--- src/rtl/instruction_sequencer_pkg.sv ---
// Shared definitions for the instruction sequencer and the datapath it feeds.
// Contents:
//   seq_state_t      sequencer FSM states
//   OP_*             datapath op_code values (none/store/add/sub)
//   OPC_*/F3_*/F7_*  RISC-V opcode and funct fields recognised by the decoder
//   ERR_*            err_code values
package instruction_sequencer_pkg;

    typedef enum logic [2:0] {
        S_IDLE,
        S_FETCH,
        S_WAIT_MEM,
        S_DECODE,
        S_ISSUE,
        S_WAIT_DONE,
        S_HALT,
        S_ERROR
    } seq_state_t;

    localparam logic [6:0] OP_NONE  = 7'd0;
    localparam logic [6:0] OP_STORE = 7'd1;
    localparam logic [6:0] OP_ADD   = 7'd2;
    localparam logic [6:0] OP_SUB   = 7'd3;

    localparam logic [6:0] OPC_RTYPE = 7'b0110011;
    localparam logic [6:0] OPC_STORE = 7'b0100011;
    localparam logic [2:0] F3_ADDSUB = 3'b000;
    localparam logic [2:0] F3_SD     = 3'b011;
    localparam logic [6:0] F7_ADD    = 7'b0000000;
    localparam logic [6:0] F7_SUB    = 7'b0100000;

    localparam logic [1:0] ERR_NONE    = 2'd0;
    localparam logic [1:0] ERR_ILLEGAL = 2'd1;
    localparam logic [1:0] ERR_TIMEOUT = 2'd2;

endpackage

--- src/rtl/instruction_sequencer_if.sv ---
// Bus between the instruction sequencer, its instruction memory and the datapath.
// i_ signals are inputs to the sequencer, o_ signals are outputs of it.
//   slave  : sequencer side
//   master : environment side (memory, datapath, controller)
// Signals: i_start, o_imem_addr, i_imem_rdata, o_issue_valid, o_rs1, o_rs2, o_rd,
//          o_op_code, o_imm, i_dp_done, o_busy, o_halted, o_error, o_err_code, o_pc
interface instruction_sequencer_if #(
    parameter int WORDSIZE = 64,
    parameter int INSTR_W  = 32,
    parameter int PC_W     = 8
);
    logic                i_start;
    logic [PC_W-1:0]     o_imem_addr;
    logic [INSTR_W-1:0]  i_imem_rdata;
    logic                o_issue_valid;
    logic [4:0]          o_rs1;
    logic [4:0]          o_rs2;
    logic [4:0]          o_rd;
    logic [6:0]          o_op_code;
    logic [WORDSIZE-1:0] o_imm;
    logic                i_dp_done;
    logic                o_busy;
    logic                o_halted;
    logic                o_error;
    logic [1:0]          o_err_code;
    logic [PC_W-1:0]     o_pc;

    modport slave (
        input  i_start, i_imem_rdata, i_dp_done,
        output o_imem_addr, o_issue_valid, o_rs1, o_rs2, o_rd, o_op_code, o_imm,
               o_busy, o_halted, o_error, o_err_code, o_pc
    );

    modport master (
        output i_start, i_imem_rdata, i_dp_done,
        input  o_imem_addr, o_issue_valid, o_rs1, o_rs2, o_rd, o_op_code, o_imm,
               o_busy, o_halted, o_error, o_err_code, o_pc
    );
endinterface

--- src/rtl/instruction_sequencer_instr_decoder.sv ---
// Combinational decoder: instruction word -> datapath fields.
// Ports:
//   i_instr      instruction word
//   o_rs1/o_rs2  source registers (always extracted)
//   o_rd         destination register (0 for store and non-ALU words)
//   o_op_code    OP_NONE/OP_STORE/OP_ADD/OP_SUB
//   o_imm        sign-extended S-immediate for store, otherwise 0
//   o_is_halt    word is all zeros
//   o_is_illegal word is neither halt nor a supported instruction
module instr_decoder
    import instruction_sequencer_pkg::*;
#(
    parameter int WORDSIZE = 64,
    parameter int INSTR_W  = 32
) (
    input  logic [INSTR_W-1:0]  i_instr,
    output logic [4:0]          o_rs1,
    output logic [4:0]          o_rs2,
    output logic [4:0]          o_rd,
    output logic [6:0]          o_op_code,
    output logic [WORDSIZE-1:0] o_imm,
    output logic                o_is_halt,
    output logic                o_is_illegal
);

    logic [6:0] w_opcode;
    logic [2:0] w_funct3;
    logic [6:0] w_funct7;

    assign w_opcode = i_instr[6:0];
    assign w_funct3 = i_instr[14:12];
    assign w_funct7 = i_instr[31:25];

    always_comb begin
        o_rs1        = i_instr[19:15];
        o_rs2        = i_instr[24:20];
        o_rd         = 5'd0;
        o_op_code    = OP_NONE;
        o_imm        = '0;
        o_is_halt    = 1'b0;
        o_is_illegal = 1'b0;
        if (i_instr == '0) begin
            o_is_halt = 1'b1;
        end else if (w_opcode == OPC_RTYPE && w_funct3 == F3_ADDSUB && w_funct7 == F7_ADD) begin
            o_op_code = OP_ADD;
            o_rd      = i_instr[11:7];
        end else if (w_opcode == OPC_RTYPE && w_funct3 == F3_ADDSUB && w_funct7 == F7_SUB) begin
            o_op_code = OP_SUB;
            o_rd      = i_instr[11:7];
        end else if (w_opcode == OPC_STORE && w_funct3 == F3_SD) begin
            o_op_code = OP_STORE;
            o_imm     = {{(WORDSIZE-12){i_instr[31]}}, i_instr[31:25], i_instr[11:7]};
        end else begin
            o_is_illegal = 1'b1;
        end
    end

endmodule

--- src/rtl/instruction_sequencer.sv ---
// Upstream control stage for the processor datapath: fetches a word from a
// synchronous instruction memory, decodes it, issues it and waits for the
// datapath to finish before moving on. Stops on a halt word, an illegal word
// or a datapath that never answers.
// Ports:
//   clk    rising-edge clock
//   rst_n  asynchronous active-low reset
//   bus    sequencer side of instruction_sequencer_if (start, memory, issue, status)
module instruction_sequencer
    import instruction_sequencer_pkg::*;
#(
    parameter int WORDSIZE = 64,
    parameter int INSTR_W  = 32,
    parameter int PC_W     = 8,
    parameter int TIMEOUT  = 16
) (
    input  logic                   clk,
    input  logic                   rst_n,
    instruction_sequencer_if.slave bus
);

    localparam int TW = $clog2(TIMEOUT + 1);

    seq_state_t          r_state;
    seq_state_t          w_next_state;
    logic [PC_W-1:0]     r_pc;
    logic [TW-1:0]       r_timer;
    logic [4:0]          r_rs1, r_rs2, r_rd;
    logic [6:0]          r_op_code;
    logic [WORDSIZE-1:0] r_imm;
    logic [1:0]          r_err_code;

    logic [4:0]          w_rs1, w_rs2, w_rd;
    logic [6:0]          w_op_code;
    logic [WORDSIZE-1:0] w_imm;
    logic                w_is_halt, w_is_illegal;
    logic                w_timeout;
    logic                w_issue_valid, w_busy, w_halted, w_error;

    instr_decoder #(.WORDSIZE(WORDSIZE), .INSTR_W(INSTR_W)) u_decoder (
        .i_instr      (bus.i_imem_rdata),
        .o_rs1        (w_rs1),
        .o_rs2        (w_rs2),
        .o_rd         (w_rd),
        .o_op_code    (w_op_code),
        .o_imm        (w_imm),
        .o_is_halt    (w_is_halt),
        .o_is_illegal (w_is_illegal)
    );

    // r_timer holds the number of WAIT_DONE cycles already completed, so this is
    // the last permitted cycle; dp_done arriving on it still takes priority.
    assign w_timeout = (r_timer == TW'(TIMEOUT - 1));

    always_ff @(posedge clk or negedge rst_n) begin
        if (!rst_n) r_state <= S_IDLE;
        else        r_state <= w_next_state;
    end

    always_comb begin
        w_next_state = r_state;
        case (r_state)
            S_IDLE, S_HALT, S_ERROR: if (bus.i_start) w_next_state = S_FETCH;
            S_FETCH:     w_next_state = S_WAIT_MEM;
            S_WAIT_MEM:  w_next_state = S_DECODE;
            S_DECODE: begin
                if (w_is_halt)         w_next_state = S_HALT;
                else if (w_is_illegal) w_next_state = S_ERROR;
                else                   w_next_state = S_ISSUE;
            end
            S_ISSUE:     w_next_state = S_WAIT_DONE;
            S_WAIT_DONE: begin
                if (bus.i_dp_done)  w_next_state = S_FETCH;
                else if (w_timeout) w_next_state = S_ERROR;
            end
            default:     w_next_state = S_IDLE;
        endcase
    end

    // Datapath registers. Decoded fields are captured once in DECODE and then
    // held, which keeps them stable for the whole time issue_valid is high.
    always_ff @(posedge clk or negedge rst_n) begin
        if (!rst_n) begin
            r_pc       <= '0;
            r_timer    <= '0;
            r_rs1      <= '0;
            r_rs2      <= '0;
            r_rd       <= '0;
            r_op_code  <= OP_NONE;
            r_imm      <= '0;
            r_err_code <= ERR_NONE;
        end else begin
            case (r_state)
                S_IDLE, S_HALT, S_ERROR: begin
                    if (bus.i_start) begin
                        r_pc       <= '0;
                        r_err_code <= ERR_NONE;
                    end
                end
                S_DECODE: begin
                    r_rs1     <= w_rs1;
                    r_rs2     <= w_rs2;
                    r_rd      <= w_rd;
                    r_op_code <= w_op_code;
                    r_imm     <= w_imm;
                    if (!w_is_halt && w_is_illegal) r_err_code <= ERR_ILLEGAL;
                end
                S_ISSUE: r_timer <= '0;
                S_WAIT_DONE: begin
                    r_timer <= r_timer + TW'(1);
                    if (bus.i_dp_done)  r_pc       <= r_pc + PC_W'(1);
                    else if (w_timeout) r_err_code <= ERR_TIMEOUT;
                end
                default: ;
            endcase
        end
    end

    // Status outputs decode straight from the state register; op_code is
    // forced to none whenever no instruction is being issued.
    always_comb begin
        w_issue_valid = (r_state == S_ISSUE) || (r_state == S_WAIT_DONE);
        w_busy        = !(r_state inside {S_IDLE, S_HALT, S_ERROR});
        w_halted      = (r_state == S_HALT);
        w_error       = (r_state == S_ERROR);
    end

    assign bus.o_imem_addr   = r_pc;
    assign bus.o_pc          = r_pc;
    assign bus.o_issue_valid = w_issue_valid;
    assign bus.o_busy        = w_busy;
    assign bus.o_halted      = w_halted;
    assign bus.o_error       = w_error;
    assign bus.o_err_code    = r_err_code;
    assign bus.o_rs1         = r_rs1;
    assign bus.o_rs2         = r_rs2;
    assign bus.o_rd          = r_rd;
    assign bus.o_imm         = r_imm;
    assign bus.o_op_code     = w_issue_valid ? r_op_code : OP_NONE;

endmodule
--- src/flat_wrapper.sv ---
// flat-port wrapper written by rule: the top's interface ports become plain ports
module instruction_sequencer_flat import instruction_sequencer_pkg::*;
#(
    parameter int WORDSIZE = 64,
    parameter int INSTR_W  = 32,
    parameter int PC_W     = 8,
    parameter int TIMEOUT  = 16
)
  (clk, rst_n, bus_i_start, bus_i_imem_rdata, bus_i_dp_done, bus_o_imem_addr, bus_o_issue_valid, bus_o_rs1, bus_o_rs2, bus_o_rd, bus_o_op_code, bus_o_imm, bus_o_busy, bus_o_halted, bus_o_error, bus_o_err_code, bus_o_pc);
  instruction_sequencer_if #(.WORDSIZE(WORDSIZE), .INSTR_W(INSTR_W), .PC_W(PC_W)) bus_i ();
  input  logic clk;
  input  logic rst_n;
  input wire logic [$bits(bus_i.i_start)-1:0] bus_i_start;
  input wire logic [$bits(bus_i.i_imem_rdata)-1:0] bus_i_imem_rdata;
  input wire logic [$bits(bus_i.i_dp_done)-1:0] bus_i_dp_done;
  output wire logic [$bits(bus_i.o_imem_addr)-1:0] bus_o_imem_addr;
  output wire logic [$bits(bus_i.o_issue_valid)-1:0] bus_o_issue_valid;
  output wire logic [$bits(bus_i.o_rs1)-1:0] bus_o_rs1;
  output wire logic [$bits(bus_i.o_rs2)-1:0] bus_o_rs2;
  output wire logic [$bits(bus_i.o_rd)-1:0] bus_o_rd;
  output wire logic [$bits(bus_i.o_op_code)-1:0] bus_o_op_code;
  output wire logic [$bits(bus_i.o_imm)-1:0] bus_o_imm;
  output wire logic [$bits(bus_i.o_busy)-1:0] bus_o_busy;
  output wire logic [$bits(bus_i.o_halted)-1:0] bus_o_halted;
  output wire logic [$bits(bus_i.o_error)-1:0] bus_o_error;
  output wire logic [$bits(bus_i.o_err_code)-1:0] bus_o_err_code;
  output wire logic [$bits(bus_i.o_pc)-1:0] bus_o_pc;
  assign bus_i.i_start = bus_i_start;
  assign bus_i.i_imem_rdata = bus_i_imem_rdata;
  assign bus_i.i_dp_done = bus_i_dp_done;
  assign bus_o_imem_addr = bus_i.o_imem_addr;
  assign bus_o_issue_valid = bus_i.o_issue_valid;
  assign bus_o_rs1 = bus_i.o_rs1;
  assign bus_o_rs2 = bus_i.o_rs2;
  assign bus_o_rd = bus_i.o_rd;
  assign bus_o_op_code = bus_i.o_op_code;
  assign bus_o_imm = bus_i.o_imm;
  assign bus_o_busy = bus_i.o_busy;
  assign bus_o_halted = bus_i.o_halted;
  assign bus_o_error = bus_i.o_error;
  assign bus_o_err_code = bus_i.o_err_code;
  assign bus_o_pc = bus_i.o_pc;
  instruction_sequencer #(.WORDSIZE(WORDSIZE), .INSTR_W(INSTR_W), .PC_W(PC_W), .TIMEOUT(TIMEOUT)) u_core (.clk(clk), .rst_n(rst_n), .bus(bus_i));
endmodule
--- config.mk ---
export PLATFORM = sky130hd
export DESIGN_NAME = instruction_sequencer_flat
export DESIGN_NICKNAME = d
export VERILOG_FILES = /design/src/rtl/instruction_sequencer_pkg.sv /design/src/rtl/instruction_sequencer_if.sv /design/src/rtl/instruction_sequencer_instr_decoder.sv /design/src/rtl/instruction_sequencer.sv /design/src/flat_wrapper.sv
export SDC_FILE = /design/constraint.sdc
export NUM_CORES = 1
export LEC_CHECK = 0
export ABC_CLOCK_PERIOD_IN_PS = 2200
export BUFFER_PORTS_ARGS = -buffer_cell sky130_fd_sc_hd__buf_2
export CAP_MARGIN = 20
export CORE_UTILIZATION = 54
export DETAILED_ROUTE_END_ITERATION = 6
export PLACE_DENSITY_LB_ADDON = 0.1
export SKIP_LAST_GASP = 1
export SYNTH_ARGS = -nofsm -noshare
export SYNTH_HDL_FRONTEND = slang
export SYNTH_HIERARCHICAL = 1
export SYNTH_SLANG_ARGS = --single-unit
export TNS_END_PERCENT = 50
--- constraint.sdc ---
create_clock -name clk -period 2.2 [get_ports clk]
set_input_delay 0.11 -clock clk [delete_from_list [all_inputs] [get_ports clk]]
set_output_delay 0.11 -clock clk [all_outputs]
set_load 0.05 [all_outputs]
== Word-level counts from Yosys, hierarchy flattened ==
Index checks and enable logic that the tools add are counted.
Word-level totals
  bits in writable memories: 0
  output and inout bits: 108
  register bits after elaboration: 104
  bits in latches: 0
  input port bits: 36
  ROM bits: 0
  memories: 0
Operators by class
  order comparisons: 0
  shifts and indexed selects: 0
  mux-type cells: 32
  reductions and logical operators: 20
  div/mod/pow operators: 0
  add/subtract/negate cells: 2
  bitwise gates (word level): 0
  $mul: 0
  equality and inequality tests: 18
Operators by type and width (count)
  $mux 64: 4
  $logic_not 32->1: 1
  $eq 7x6->1 const B: 3
  $pmux 3 s6: 1
  $mux 2: 8
  $mux 8: 2
  $pmux 8 s2: 1
  $mux 5: 3
  $eq 3x3->1 const B: 4
  $mux 3: 4
  $pmux 5 s2: 1
  $eq 3x2->1 const B: 3
  $add 8x1->8 const B: 1
  $logic_not 7->1: 1
  $mux 7: 1
  $logic_not 3->1: 2
  $mux 1: 6
  $ne 2x2->1 const B: 3
  $pmux 2 s3: 1
  $reduce_bool 3->1: 2
  $add 5x1->5 const B: 1
  $eq 5x4->1 const B: 1
  $logic_and 1x1->1: 5
  $reduce_and 5->1: 1
  other kinds (9): 12

== Longest topological paths before layout ==
Gate-level depths: netlist of the first run.
  word-level depth: 9
  depth in mapped cells: 9

== Cells and area by module ==
The synthesis of the first run kept the hierarchy.
By module, submodules not included
  instruction_sequencer: seq. area each 2602.5 sq um, area each 4530.6 sq um, cells an instance 322, times used 1
  instr_decoder: seq. area each 0.0 sq um, area each 763.2 sq um, cells an instance 106, times used 1

== Worst setup path after synthesis of the first run ==
Ideal clock, no wire load.
  path kind: input -> register
  start: input bus_i_imem_rdata[3]
  end: register u_core.r_imm[12] (netlist: u_core/bus.o_imm[12])
  buffers on the path: 1
  arrival time: 2.133 ns
  library setup time: 0.067 ns
  cell stages on the path: 6
  data required time: 2.133 ns
  slack: 0.000 ns
  path through: nor2_1 nand4_1 nor4_2 and2_1 buf_4 mux2_2
On the way
  longest elaborated chain between the ends: 6
Ends and longest elaborated chain
  from (decl): RTL line flat_wrapper.sv:14  | input wire logic [$bits(bus_i.i_imem_rdata)-1:0] bus_i_imem_rdata;
  $eq 7x6->1 (on tied branches): RTL line instruction_sequencer_instr_decoder.sv:50, instruction_sequencer_instr_decoder.sv:44, instruction_sequencer_instr_decoder.sv:47
  $logic_and 1x1->1 (on tied branches): RTL line instruction_sequencer_instr_decoder.sv:50, instruction_sequencer_instr_decoder.sv:44, instruction_sequencer_instr_decoder.sv:47
  $mux 64 or $logic_and 1x1->1 (tied branches): RTL line instruction_sequencer_instr_decoder.sv:50, instruction_sequencer_instr_decoder.sv:47
  $mux 64: RTL line instruction_sequencer_instr_decoder.sv:47  | end else if (w_opcode == OPC_RTYPE && w_funct3 == F3_ADDSUB && w_funct7 == F7_SUB) begin
  $mux 64: RTL line instruction_sequencer_instr_decoder.sv:44  | end else if (w_opcode == OPC_RTYPE && w_funct3 == F3_ADDSUB && w_funct7 == F7_ADD) begin
  $mux 64 *: RTL line instruction_sequencer_instr_decoder.sv:42  | if (i_instr == '0) begin
  net u_core.w_imm[12]: RTL line instruction_sequencer.sv:35  | logic [WORDSIZE-1:0] w_imm;
  to (signal assigned): RTL line instruction_sequencer.sv:105  | r_imm <= w_imm;
  to (decl): RTL line instruction_sequencer.sv:30  | logic [WORDSIZE-1:0] r_imm;
Mark *: on every way through the listed nets, which the timed path passes. The rest lies on a longest branch.
A chain may end at the register's enable or synchronous reset.

== Final worst setup path of the first run ==
  start: input bus_i_imem_rdata[19]
  end: register u_core.r_err_code[1] (netlist: u_core/bus.o_err_code[1])
On the way
  longest elaborated chain between the ends: 6
Ends and longest elaborated chain
  $logic_not 32->1: RTL line instruction_sequencer_instr_decoder.sv:42
  $mux 1: RTL line instruction_sequencer_instr_decoder.sv:42
  net u_core.w_is_halt: RTL line instruction_sequencer.sv:36  | logic w_is_halt, w_is_illegal;
  $logic_not 1->1: RTL line instruction_sequencer.sv:106  | if (!w_is_halt && w_is_illegal) r_err_code <= ERR_ILLEGAL;
  $logic_and 1x1->1: RTL line instruction_sequencer.sv:106
  $ne 2x1->1 (no line)
  $reduce_and 5->1 (no line)
  to (signal assigned): RTL line instruction_sequencer.sv:97  | r_err_code <= ERR_NONE;
  to (signal assigned): RTL line instruction_sequencer.sv:106
  to (signal assigned): RTL line instruction_sequencer.sv:112  | else if (w_timeout) r_err_code <= ERR_TIMEOUT;
  to (decl): RTL line instruction_sequencer.sv:31  | logic [1:0] r_err_code;
The timed path passes the listed nets, and every way through them passes these cells.

==> metrics.csv, run 1 <==
stage,metric,value,unit
placement,place_congestion,0.7645,
sta,rsz0062_at_grt,false,
synth,synth_cell_type_count,47,
synth,synth_top_flop_cell,dfrtp_1,
power,p_int,0.003433,W
clock_tree,clk_latency,0.36,ns
clock_tree,postCtsSetupBuffers,0,
power,p_sw,0.002277,W
power,power_density,969.1,nW/um^2
grt,grt_pass1_wl,15340,um
critical_path,critical_path.endpoint_type,flip-flop,
grt,antenna_found_initial,0,
drt,route.met3.wl,680,um
cells_and_area,fill_cells,768,
grt,grt_max_degree,71,
critical_path,startpoint_type,input port,
placement,port_buffers,143,
clock_tree,cts_buffers,9,
drt,postRouteAntennaNets,0,
synth,ys_seq_area_share,49.16,%
critical_path,crit_type,input port to flip-flop,
sta,holdWs,0.02574,ns
drt,post_drt_wl_per_cell,14.67,um
drt,dr_total_vias,3318,
placement,dpl-instance-area,5634,sq um
run,maxCapViolCount,0,
cells_and_area,num_antenna_cells,0,
drt,dr_wl_met2,4395,um
clock_tree,cts_max_level,3,
critical_path,required,2.43,ns
synth,ys_ff_latch,104,
cells_and_area,fin_area,5892,sq um
drt,dr.pass1.iters,4,
critical_path,crit_fanout,3,
placement,hpwlAfterDp,6491,um
clock_tree,cts_tree,done,
hold_path,hold_class,input port to flip-flop,
sta,finalSetupTns,0,ns
synth,synth_warnings,6,
power,seq_power_share,39.8,%
floorplan,die_x,101.0,um
synth,synthesis.area,5294,sq um
cells_and_area,drive_gt1_share,51.84,%
power,max-vdd-ir-drop,0.7815,mV
critical_path,critPathArrivalTime,2.25,ns
synth,synthArstFlopShare,100.0,%
floorplan,dieArea,10200,sq um
sta,layout_min_cycle_time,2.014,ns
cells_and_area,multi_input_area,1978,sq um
cells_and_area,area_growth,11.30,%
clock_tree,cts_sinks,104,
floorplan,fp-row-count,35,
floorplan,start_util,56.49,%
synth,synth_cells,428,
drt,met1_length,4302,um
sta,hold_violations,0,
floorplan,boundaryPins,144,
sta,setup_viol,0,
clock_tree,cts_root_buffer,clkbuf_8,
clock_tree,clockBufferDepth,2,
power,p_comb_share,42.4,%
clock_tree,ctsHoldBuffers,10,
grt,gr-total-overflow,0,
sta,fin_skew,0.01647,ns
outcome,outcome,"complete, no violations",
cells_and_area,final_nets,555,
power,power_frac_clock,17.9,%
floorplan,placeableCoreArea,9371,sq um
drt,drt-initial-drc-count,113,
power,leakage,3.191,nW
grt,grt_pass1_vias,3182,
floorplan,die_h,101.0,um
clock_tree,cts.clk_slew.worst_paths,0.10,ns
sta,slew_violations,0,
drt,wl,9480,um
drt,viasPerCell,5.136,
synth,syn_area_per_cell,12.37,sq um
sta,min_period_over_period,91.57,%
grt,gr-usage-all-layers,19.33,%
critical_path,r2r_slack,0.42,ns
sta,fmax,496.4,MHz
drt,drc,0,
power,sw_frac_of_total,39.88,%
drt,routed.top_layer,met4,
synth,synth_edf_count,0,
clock_tree,cts_resized,0,
cells_and_area,seq_area,2603,sq um
==> cells in the mapped netlist, drive strengths merged (7+ instances only) <==
master  count  area share (%)
nor3        9            0.85
a21oi       7            0.66
nand2       7            0.50
mux2       86              19
dfrtp     104              49
and2       24             2.8
nor4        7             1.1
o21ai       9            0.85
buf        93              13
inv         7            0.50
nor2        7            0.50
nand3       9            0.85
==> state kept, by name (all words and copies together) (netlist names) <==
register / count
u_core/bus.o_err_code: 2
u_core/bus.o_imem_addr: 8
u_core/bus.o_imm: 64
u_core/bus.o_rd: 5
u_core/bus.o_rs1: 5
u_core/bus.o_rs2: 5
u_core/r_op_code: 7
u_core/r_state: 3
u_core/r_timer: 5
==> final timing paths <==
check / end / cells after the start / from
worst max-delay path: u_core/bus.o_err_code[1] / 10 / bus_i_imem_rdata[19]
worst min-delay path: u_core/bus.o_rs1[0] / 2 / bus_i_imem_rdata[15]
worst max register to register: u_core/bus.o_imem_addr[7] / 5 / u_core/r_state[1]
worst min register to register: u_core/r_timer[3] / 1 / u_core/r_timer[3]
max in group asynchronous: u_core/bus.o_imm[20] / 3 / rst_n
min in group asynchronous: u_core/bus.o_imem_addr[5] / 2 / rst_n
==> critical path: stages <==
cell	delay, ns
dlygate4sd3_1	0.52
buf_2	0.13
nor4_1	0.35
nand4_1	0.14
nor3_1	0.23
nor3_1	0.12
nor2b_1	0.19
o2bb2ai_2	0.20
nor3_1	0.08
o32a_1	0.17
==> metrics by stage <==
stage	util [%]	worst slack [ns]	total power [W]	cells
after floorplan	-	0.0002549	0.004301	432
after global placement	60.12	0.3881	0.004692	622
after detailed placement	60.12	0.3416	0.004727	622
after CTS	62.87	0.1875	0.005785	646
after global routing	62.87	0.006494	0.006011	646
final	62.87	0.1855	0.005710	646
==> cells in the final DEF, fill, tap and decap left out, types with 8 or more instances in the layout <==
cell type and instances:
and2_1 24, buf_2 142, buf_4 10, clkbuf_8 9, dfrtp_1 104, dlygate4sd3_1 10
mux2_2 77, mux2_4 9, nand3_1 9, nor3_1 9, o21ai_0 8
==> cells by family (layout without fill, tap and decap cells) <==
kind of cell / count (synthesis) / after routing / share of synthesized area (%)
mux: 90 / 90 / 19.69
other cells: 1 / 5 / 0.07084
fa+ha+maj: 5 / 5 / 1.182
xor+xnor: 1 / 1 / 0.3073
buf+inv: 102 / 187 / 13.76
simple gates: 84 / 84 / 9.667
compound gates: 41 / 41 / 6.169
flops: 104 / 104 / 49.16
==> power by group through the flow <==
stage               Sequential [W]  Clock [W]  Combinational, W
floorplan                  0.00273          0           0.00157
finish                     0.00227    0.00102           0.00242
global route               0.00230    0.00114           0.00257
global placement           0.00230          0           0.00240
CTS                        0.00227    0.00108           0.00244
detailed placement         0.00231          0           0.00242
==> layout make-up <==
cell class	count	share of cell area, %
clock inverters	5	0.5734
clock buffers	9	2.102
repair buffers	166	16.39
multi-input cells	226	33.57
inverters	7	0.4460
flip-flops and latches	104	44.17
well taps	129	2.739
==> metal layers <==
metal | global-route usage, % | vias to the layer above
met4 | 5.017 | 0
met5 | 0 | -
met1 | 25.47 | 1613
li1 | - | 1576
met2 | 30.93 | 119
met3 | 6.241 | 10
Note: power is estimated with default switching activity, not from simulation.
==> inputs of run 2 (changes only) <==
--- a/config.mk
+++ b/config.mk
@@ -8,7 +8,7 @@
 export ABC_CLOCK_PERIOD_IN_PS = 2200
 export BUFFER_PORTS_ARGS = -buffer_cell sky130_fd_sc_hd__buf_2
 export CAP_MARGIN = 20
-export CORE_UTILIZATION = 54
+export CORE_UTILIZATION = 27
 export DETAILED_ROUTE_END_ITERATION = 6
 export PLACE_DENSITY_LB_ADDON = 0.1
 export SKIP_LAST_GASP = 1
==> run 2 against run 1 <==
  * Combinational power increased by 3%
  * Largest cell class unchanged
  * Fmax decreased by 3.8%
  * Core utilization decreased by 30 points
  * Clock skew decreased by 0.0066 ns
  * Global-route usage decreased by 7.8 points
  * Largest power group unchanged
  * First-iteration DRC count decreased by 34%
  * Non-clock buffer count increased by 4
  * Design area increased by 6.2%
  * Critical endpoint is now bus_o_op_code[3]
  * Critical path type is now flip-flop to output pin
==> metrics.csv, run 2 (synthesized netlist as in run 1, its figures left out) <==
stage,metric,value,unit,change
outcome,outcome,"complete, no violations",,unchanged
floorplan,boundaryPins,144,,unchanged
cells_and_area,drive_gt1_share,52.58,%,was 51.84%
drt,wl,10940,um,was 9480 um
sta,rsz0062_at_grt,false,,unchanged
hold_path,hold_class,input port to flip-flop,,unchanged
sta,hold_violations,0,,unchanged
critical_path,crit_type,flip-flop to output pin,,was input port to flip-flop
clock_tree,cts_sinks,104,,unchanged
sta,slew_headroom,65.58,%,
sta,setup_viol,0,,unchanged
clock_tree,cts_buffers,9,,unchanged
critical_path,crit_fanout,19,,was 3
clock_tree,cts_root_buffer,clkbuf_16,,was clkbuf_8
placement,place_congestion,0.7461,,was 0.7645
critical_path,required,2.09,ns,was 2.43 ns
drt,dr_total_vias,3315,,was 3318
power,power_density,1031,nW/um^2,was 969.1 nW/um^2
placement,place_inst,756,,was 622
drt,viasPerCell,4.234,,was 5.136
clock_tree,cts_tree,done,,unchanged
cells_and_area,layout.cells.non_filler,783,,was 646
cells_and_area,num_antenna_cells,0,,unchanged
floorplan,die_h,142.0,um,was 101.0 um
sta,fin_skew,0.009848,ns,was 0.01647 ns
floorplan,die_x,142.0,um,was 101.0 um
power,max-vdd-ir-drop,0.5478,mV,was 0.7815 mV
clock_tree,postCtsSetupBuffers,0,,unchanged
sta,finalSetupTns,0,ns,unchanged
grt,grt_pass1_vias,3304,,was 3182
grt,grt_pass1_wl,17920,um,was 15340 um
power,leakage,3.282,nW,was 3.191 nW
cells_and_area,final_common_cell,buf_2,,unchanged
floorplan,start_util,27.93,%,was 56.49%
cells_and_area,final_cell_mix,"buf_2 (142), dfrtp_1 (104), mux2_2 (77), and2_1 (24), buf_4 (12)",,"was buf_2 (142), dfrtp_1 (104), mux2_2 (77), and2_1 (24)"
critical_path,cp_slowest_cell,dfrtp_1,,was dlygate4sd3_1
sta,layout_min_cycle_time,2.095,ns,was 2.014 ns
floorplan,fp-row-count,50,,was 35
grt,antenna_found_initial,0,,unchanged
drt,post_drt_wl_per_cell,13.97,um,was 14.67 um
sta,worst_pin_slew,0.5163,ns,
floorplan,placeableCoreArea,18960,sq um,was 9371 sq um
placement,port_buffers,143,,unchanged
clock_tree,cts_max_level,3,,unchanged
clock_tree,clk_latency,0.36,ns,about the same
grt,gr-usage-all-layers,11.52,%,was 19.33%
grt,grt_max_degree,54,,was 71
drt,drt-initial-drc-count,75,,was 113
floorplan,dieArea,20170,sq um,was 10200 sq um
cells_and_area,area_growth,18.18,%,was 11.30%
sta,finalWorstSetupSlack,0.1055,ns,was 0.1855 ns
critical_path,critical_path.endpoint_type,output pin,,was flip-flop
drt,drc,0,,unchanged
critical_path,path_cells,ha_2 > and2_1 > buf_2,,was dlygate4sd3_1 > buf_2 > nor4_1 > nand4_1 > nor3_1 > nor3_1 > nor2b_1 > o2bb2ai_2 > nor3_1 > o32a_1
clock_tree,clockBufferDepth,2,,unchanged
cells_and_area,final_nets,559,,was 555
critical_path,cpLargestDelayFamily,flip-flops,,was simple AND/OR/NAND/NOR gates
power,power.total,0.006453,W,was 0.005710 W
placement,hpwlAfterDp,7517,um,was 6491 um
placement,pre_cts_ws,0.08217,ns,was 0.3416 ns
grt,gr-total-overflow,0,,unchanged
drt,postRouteAntennaNets,0,,unchanged
sta,fmax,477.4,MHz,was 496.4 MHz
cells_and_area,largest_reg_flops,64,,unchanged
critical_path,startpoint_type,flip-flop,,was input port
critical_path,critPathMaxStageDelay,0.64,ns,was 0.52 ns
drt,dr.pass1.iters,4,,unchanged
clock_tree,cts.clk_slew.worst_paths,0.07,ns,was 0.10 ns
sta,slew_violations,0,,unchanged
critical_path,critPathArrivalTime,1.98,ns,was 2.25 ns
run,maxCapViolCount,0,,unchanged
critical_path,critPathBufInv,1,,was 2
sta,min_period_over_period,95.21,%,was 91.57%
==> run 2: path summary, 6_finish.rpt <==
kind / from / to / slack [ns] / depth (start not counted)
worst max-delay path: u_core/r_state[2] / bus_o_op_code[3] / 0.11 / 3
worst min-delay path: bus_i_imem_rdata[29] / u_core/bus.o_imm[9] / 0.11 / 3
worst max register to register: u_core/r_state[2] / u_core/bus.o_imem_addr[5] / 0.24 / 5
worst min register to register: u_core/r_timer[3] / u_core/r_timer[3] / 0.48 / 1
max in group asynchronous: rst_n / u_core/bus.o_imm[13] / 1.23 / 3
min in group asynchronous: rst_n / u_core/bus.o_imem_addr[7] / 0.28 / 2
==> run 2: stage by stage <==
stage | hold WS (ns) | instance area [sq um] | util, %
2_1_floorplan | -0.1856 | 5309 | -
3_3_place_gp | 0.1204 | 5833 | 30.77
3_5_place_dp | 0.1202 | 5833 | 30.77
4_1_cts | 0.09201 | 6251 | 32.98
5_1_grt | 0.1210 | 6256 | 33.00
6_report | 0.1114 | 6256 | 33.00
==> run 2: layout make-up <==
cell class              count  area [sq um]
inverters                   7         26.28
clock inverters             7         80.08
repair buffers            170          1011
fillers                  1942         12700
well taps                 260         325.3
multi-input cells         226          1986
flip-flops and latches    104          2603
clock buffers               9         225.2
==> run 2: what timing repair did <==
item | in CTS | in global routing
pin swaps | 0 | 0
hold buffers | 11 | 0
endpoints found under the setup margin | 7 | 4
gates resized for setup | 1 | 1
endpoints found under the hold margin | 44 | 0
==> run 2: power by group <==
group	switching [W]	internal (W)
logic	0.00153	0.000958
clock network	0.000767	0.000897
registers	0.000167	0.00213
==> run 2: worst min-delay path, cell delays in order <==
cell and delay, ns:
buf_2 0.08, and2_1 0.10, mux2_2 0.13
==> run 2: routing by layer <==
layer	vias to the layer above	wire (um)	GRT usage [%]	share of wire [%]
met5	-	0	0	0
met4	0	230	5.999	2.1
li1	1592	-	-	-
met3	13	570	2.658	5.2
met1	1603	5316	15.58	49
met2	107	4823	17.05	44
